$ cat src/rtl/risc_controller_if.sv
// risc_controller_if: opcode/zero inputs and datapath strobes of the RISC sequencer.
// CTRL_RESUME_EN adds the go resume input.
`default_nettype none

interface risc_controller_if;
  logic [2:0] opcode;
  logic       zero;
  logic       sel;
  logic       rd;
  logic       ld_ir;
  logic       inc_pc;
  logic       ld_pc;
  logic       data_e;
  logic       wr;
  logic       ldac;
  logic       halt;
`ifdef CTRL_RESUME_EN
  logic       go;

  modport master (
    input  opcode, zero, go,
    output sel, rd, ld_ir, inc_pc, ld_pc, data_e, wr, ldac, halt
  );
  modport slave (
    output opcode, zero, go,
    input  sel, rd, ld_ir, inc_pc, ld_pc, data_e, wr, ldac, halt
  );
`else
  modport master (
    input  opcode, zero,
    output sel, rd, ld_ir, inc_pc, ld_pc, data_e, wr, ldac, halt
  );
  modport slave (
    output opcode, zero,
    input  sel, rd, ld_ir, inc_pc, ld_pc, data_e, wr, ldac, halt
  );
`endif
endinterface

`default_nettype wire

$ cat src/rtl/risc_controller.sv
// risc_controller: eight-phase instruction sequencer driving all datapath strobes.
// Optional macro CTRL_RESUME_EN: go input releases a halt (otherwise halt is sticky until rst).
`default_nettype none

module risc_controller #(
  parameter int START_PHASE = 0
) (
  input  logic                     clk,
  input  logic                     rst,
  risc_controller_if.master        bus
);

  typedef enum logic [2:0] {
    PH_INST_ADDR  = 3'd0,
    PH_INST_FETCH = 3'd1,
    PH_INST_LOAD  = 3'd2,
    PH_IDLE       = 3'd3,
    PH_OP_ADDR    = 3'd4,
    PH_OP_FETCH   = 3'd5,
    PH_ALU_OP     = 3'd6,
    PH_STORE      = 3'd7
  } phase_t;

  localparam logic [2:0] OP_HLT = 3'd0;
  localparam logic [2:0] OP_SKZ = 3'd1;
  localparam logic [2:0] OP_ADD = 3'd2;
  localparam logic [2:0] OP_AND = 3'd3;
  localparam logic [2:0] OP_XOR = 3'd4;
  localparam logic [2:0] OP_LDA = 3'd5;
  localparam logic [2:0] OP_STO = 3'd6;
  localparam logic [2:0] OP_JMP = 3'd7;

  localparam logic [2:0] START_BITS = START_PHASE[2:0];
  localparam phase_t     START_ST   = phase_t'(START_BITS);

  phase_t r_phase;
  phase_t w_next_phase;
  logic   r_halted;
  logic   w_next_halted;
  logic   w_alu_op;
  logic   w_is_hlt;
  logic   w_is_skz;
  logic   w_is_sto;
  logic   w_is_jmp;
  logic   w_go;

`ifdef CTRL_RESUME_EN
  assign w_go = bus.go;
`else
  assign w_go = 1'b0;
`endif

  assign w_alu_op = (bus.opcode == OP_ADD) || (bus.opcode == OP_AND) ||
                    (bus.opcode == OP_XOR) || (bus.opcode == OP_LDA);
  assign w_is_hlt = (bus.opcode == OP_HLT);
  assign w_is_skz = (bus.opcode == OP_SKZ);
  assign w_is_sto = (bus.opcode == OP_STO);
  assign w_is_jmp = (bus.opcode == OP_JMP);

  always_ff @(posedge clk or negedge rst) begin
    if (!rst) begin
      r_phase  <= START_ST;
      r_halted <= 1'b0;
    end else begin
      r_phase  <= w_next_phase;
      r_halted <= w_next_halted;
    end
  end

  // Next-state: a halt freezes the phase at OP_ADDR until go (if built in) or reset.
  always_comb begin
    w_next_phase  = phase_t'(r_phase + 3'd1);
    w_next_halted = r_halted;
    if (r_halted) begin
      w_next_phase = r_phase;
      if (w_go) begin
        w_next_phase  = PH_OP_FETCH;
        w_next_halted = 1'b0;
      end
    end else begin
      case (r_phase)
        PH_OP_ADDR: begin
          if (w_is_hlt) begin
            w_next_phase  = r_phase;
            w_next_halted = 1'b1;
          end
        end
        PH_STORE: w_next_phase = START_ST;
        default:  ;
      endcase
    end
  end

  always_comb begin
    bus.sel    = 1'b0;
    bus.rd     = 1'b0;
    bus.ld_ir  = 1'b0;
    bus.inc_pc = 1'b0;
    bus.ld_pc  = 1'b0;
    bus.data_e = 1'b0;
    bus.wr     = 1'b0;
    bus.ldac   = 1'b0;
    bus.halt   = 1'b0;
    if (r_halted) begin
      bus.halt   = 1'b1;
      bus.inc_pc = w_go;
    end else begin
      case (r_phase)
        PH_INST_ADDR: begin
          bus.sel = 1'b1;
        end
        PH_INST_FETCH: begin
          bus.sel = 1'b1;
          bus.rd  = 1'b1;
        end
        PH_INST_LOAD, PH_IDLE: begin
          bus.sel   = 1'b1;
          bus.rd    = 1'b1;
          bus.ld_ir = 1'b1;
        end
        PH_OP_ADDR: begin
          bus.inc_pc = !w_is_hlt;
          bus.halt   = w_is_hlt;
        end
        PH_OP_FETCH: begin
          bus.rd = w_alu_op;
        end
        PH_ALU_OP: begin
          bus.rd     = w_alu_op;
          bus.inc_pc = w_is_skz && bus.zero;
          bus.ld_pc  = w_is_jmp;
          bus.data_e = w_is_sto;
        end
        PH_STORE: begin
          bus.rd     = w_alu_op;
          bus.ldac   = w_alu_op;
          bus.ld_pc  = w_is_jmp;
          bus.inc_pc = w_is_jmp;
          bus.wr     = w_is_sto;
          bus.data_e = w_is_sto;
        end
        default: ;
      endcase
    end
  end

endmodule

`default_nettype wire

$ cat src/flat_wrapper.sv
// flat-port wrapper written by rule: the top's interface ports become plain ports
module risc_controller_flat 
#(
  parameter int START_PHASE = 0
)
  (clk, rst, bus_opcode, bus_zero, bus_sel, bus_rd, bus_ld_ir, bus_inc_pc, bus_ld_pc, bus_data_e, bus_wr, bus_ldac, bus_halt);
  risc_controller_if bus_i ();
  input  logic clk;
  input  logic rst;
  input wire logic [$bits(bus_i.opcode)-1:0] bus_opcode;
  input wire logic [$bits(bus_i.zero)-1:0] bus_zero;
  output wire logic [$bits(bus_i.sel)-1:0] bus_sel;
  output wire logic [$bits(bus_i.rd)-1:0] bus_rd;
  output wire logic [$bits(bus_i.ld_ir)-1:0] bus_ld_ir;
  output wire logic [$bits(bus_i.inc_pc)-1:0] bus_inc_pc;
  output wire logic [$bits(bus_i.ld_pc)-1:0] bus_ld_pc;
  output wire logic [$bits(bus_i.data_e)-1:0] bus_data_e;
  output wire logic [$bits(bus_i.wr)-1:0] bus_wr;
  output wire logic [$bits(bus_i.ldac)-1:0] bus_ldac;
  output wire logic [$bits(bus_i.halt)-1:0] bus_halt;
  assign bus_i.opcode = bus_opcode;
  assign bus_i.zero = bus_zero;
  assign bus_sel = bus_i.sel;
  assign bus_rd = bus_i.rd;
  assign bus_ld_ir = bus_i.ld_ir;
  assign bus_inc_pc = bus_i.inc_pc;
  assign bus_ld_pc = bus_i.ld_pc;
  assign bus_data_e = bus_i.data_e;
  assign bus_wr = bus_i.wr;
  assign bus_ldac = bus_i.ldac;
  assign bus_halt = bus_i.halt;
  risc_controller #(.START_PHASE(START_PHASE)) u_core (.clk(clk), .rst(rst), .bus(bus_i));
endmodule
$ cat config.mk
export PLATFORM = sky130hd
export DESIGN_NAME = risc_controller_flat
export DESIGN_NICKNAME = d
export VERILOG_FILES = /design/src/rtl/risc_controller_if.sv /design/src/rtl/risc_controller.sv /design/src/flat_wrapper.sv
export SDC_FILE = /design/constraint.sdc
export NUM_CORES = 1
export LEC_CHECK = 0
export CAP_MARGIN = 10
export CORE_AREA = 2 2 39 41
export DETAILED_ROUTE_END_ITERATION = 16
export DIE_AREA = 0 0 41 43
export GPL_ROUTABILITY_DRIVEN = 0
export SLEW_MARGIN = 25
export SYNTH_ARGS = -nofsm -noshare
export SYNTH_HDL_FRONTEND = slang
export SYNTH_SLANG_ARGS = --single-unit
$ cat constraint.sdc
create_clock -name clk -period 1.5 [get_ports clk]
set_input_delay 0.15 -clock clk [delete_from_list [all_inputs] [get_ports clk]]
set_output_delay 0.15 -clock clk [all_outputs]
set_load 0.05 [all_outputs]
==> results.md <==
- Synth area leaders: dfrtp_1 25%, ha_1 19%, nor4b_4 6.0%, nand3_1 3.8%, a2111oi_2 3.8%
- Hold slack: 0.125 ns
- Design Area, Final: 990 um2
- Largest fanout on the critical path: 4
- Pleak: 0.433 nW
- Via density: 4.83
- Worst-margin pin slew: 0.392 ns
- Critical Path RT: 1.35 ns
- H-tree depth: 1
- Outcome: finished with violations
- HP Class: input port to async pin
- PwrDens: 2070 nW/um2
- Starting Density: 28.7%
- Nets@finish: 97
- I/O Pins: 15
- Worst r2r path cells: 7
- Fmax: 550 MHz
- Synth warnings: 0
- Initial antenna violation count: 0
- Placement Cell Area: 788 um2
- Detailed Routing Iterations Pass 1: 1
- Fin. Hold Viols: 0
- Ys async rst share: 100%
- Crit path DAT: 1.67 ns
- Part of the power in registers: 12.9%
- Number of global-route vias before repair: 503
- Crit path kind: flip-flop to primary output
- Synth top area share: 25.2%
- Post-synth cell types: 24
- Max Root-Sink Buffers: 2
- Vias: 478
- Sink Count: 4
- Layout Skew: 0.00523 ns
- Final core utilization: 71.5%
- Core footprint: 1380 um2
- Max cap viols: 0
- Post-Syn Area: 397 um2
- Clock transition at path regs: 0.04 ns
- Drt drc: 0
- Worst setup SP type: flip-flop
- Register bit total from synthesis: 4
- Die area: 1760 um2
- Synth top cells by count: 6 x ha_1, 4 x dfrtp_1, 4 x inv_1, 3 x nand3_1, 3 x nor2_1
- Die Y: 43 um
- Setup TNS: -1.35 ns
- Grt ovf: 0
- Mean area per synthesized cell: 9.44 um2
- Most frequent cell after synthesis: ha_1
- Total Power: 0.00205 W
- Synthesis-to-layout area growth: 150%
- # hold bufs at CTS: 0
- CTS Buf Count: 3
- Slew Limit Fails: 0
- Clock Root Buffer: clkbuf_4
- Skew-Pair Late Insertion Delay: 0.23 ns
- Floorplan die width: 41 um
- First-pass GRT wire length: 2.00 mm
- Violated checks: negative setup slack
- Routed WL: 1.38 mm
- VDD IR max: 1.20 mV
- Syn_nets: 54
- Yosys top cell by area: dfrtp_1
- Row cnt: 14
- Initial DRC count: 0
- Syn Inst Count: 42
- Primary FF master, synth: dfrtp_1
- HPWL reported at the end of detailed placement: 836 um
- Sw Pwr: 0.000911 W
- Fin worst setup slack: -0.317 ns
- CTS tree: built
- Final ANT Viol Nets: 0
- Register area share after synthesis: 25.2%
- Largest net degree at the start of global routing: 9
- N_diodes: 0
- Setup violators final: 7
- Clock share of power: 6.4%
- Post-synth EDFFs: 0
- Layout cells sized above 1: 67.5%
- Cell Int Power: 0.00114 W
- Sw Ratio: 44.5%
- Tmin final: 1.82 ns
- WL/cell: 14.0 um
- RSZ-0062 raised after global routing: true
- Final worst path period share: 121%
- GRT Total Usage: 16.6%
- Slew margin rel.: 73.7%
- Worst Setup End Kind: primary output
- Comb pwr share: 80.7%
- Port-buffer cells: 14
[worst max-delay path, stage by stage (launching register included)]
cell	delay, ns
dfrtp_1	0.41
buf_6	0.14
ha_4	0.16
ha_4	0.18
and3_4	0.15
nand3b_1	0.21
buf_12	0.18
[power groups by stage]
stage	registers [W]	clock network (W)	logic [W]
floorplan	0.000261	0	0.000632
global placement	0.000268	0	0.00120
detailed placement	0.000267	0	0.00121
CTS	0.000275	0.000139	0.00150
global route	0.000274	0.000147	0.00175
finish	0.000265	0.000131	0.00165
[path summary, 6_finish.rpt]
kind | slack (ns) | end | from
setup / recovery | -0.32 | bus_rd | u_core.r_phase[0]
hold / removal | 0.13 | u_core.r_phase[1] | rst
setup reg to reg | -0.16 | u_core.r_phase[0] | u_core.r_phase[1]
hold reg to reg | 0.72 | u_core.r_phase[2] | u_core.r_halted
max in group asynchronous | 1.18 | u_core.r_halted | rst
min in group clk | 0.68 | u_core.r_halted | bus_opcode[2]
[flip-flops by register name, summed over array words and instances (netlist names)]
signal           flops
u_core.r_phase       3
u_core.r_halted      1
[cell usage in the layout (no fill, tap or decap), drive strengths merged, types with 2 or more instances in the layout]
master,n
buf,33
ha,6
inv,5
dfrtp,4
clkbuf,3
dlygate4sd2,3
nand3,3
nor2,3
nor4b,2
nand2,2
clkdlybuf4s50,2
and3,2
nor3,2
o21ai,2
[layer usage]
| metal | up-vias | GRT usage, % | routed length (um) | part of all wire (%) |
|---|---|---|---|---|
| met5 | - | 0 | 0 | 0 |
| met4 | 0 | 12.0 | 0 | 0 |
| met3 | 0 | 1.05 | 38 | 2.7 |
| met2 | 12 | 27.8 | 783 | 57 |
| met1 | 227 | 18.2 | 560 | 41 |
| li1 | 239 | - | - | - |
[metrics by stage]
stage          instances  setup WS [ns]
4_1_cts               94         -0.278
3_3_place_gp          85         -0.193
2_1_floorplan         42         -0.298
6_report              99         -0.317
5_1_grt               99         -0.359
3_5_place_dp          85         -0.252
[logic make-up after synthesis]
kind of cell / count (synthesis) / share of synthesized area, %
flip-flops: 4 / 25.2
multiplexers: 2 / 6.31
adder cells (fa/ha/maj): 6 / 18.9
XOR/XNOR: 1 / 2.21
buffers and inverters: 5 / 4.73
AND/OR/NAND/NOR: 17 / 27.8
AO/OA/AOI/OAI: 7 / 14.8
[cell type report]
| class | instances | area [um2] |
|---|---|---|
| inverter | 5 | 18.8 |
| timing repair buffer | 38 | 425 |
| sequential | 4 | 101 |
| fill | 97 | 394 |
| clock buffer | 3 | 22.5 |
| multi-input combinational | 33 | 402 |
| tap | 16 | 20.0 |
[what timing repair did]
| action | CTS | global route |
|---|---|---|
| endpoints found under the setup margin | 9 | 8 |
| cloned | 0 | 0 |
| buffers inserted | 8 | 5 |
| gates resized for setup | 20 | 3 |
| pin swaps | 8 | 3 |
(Power assumes the default switching activity.)
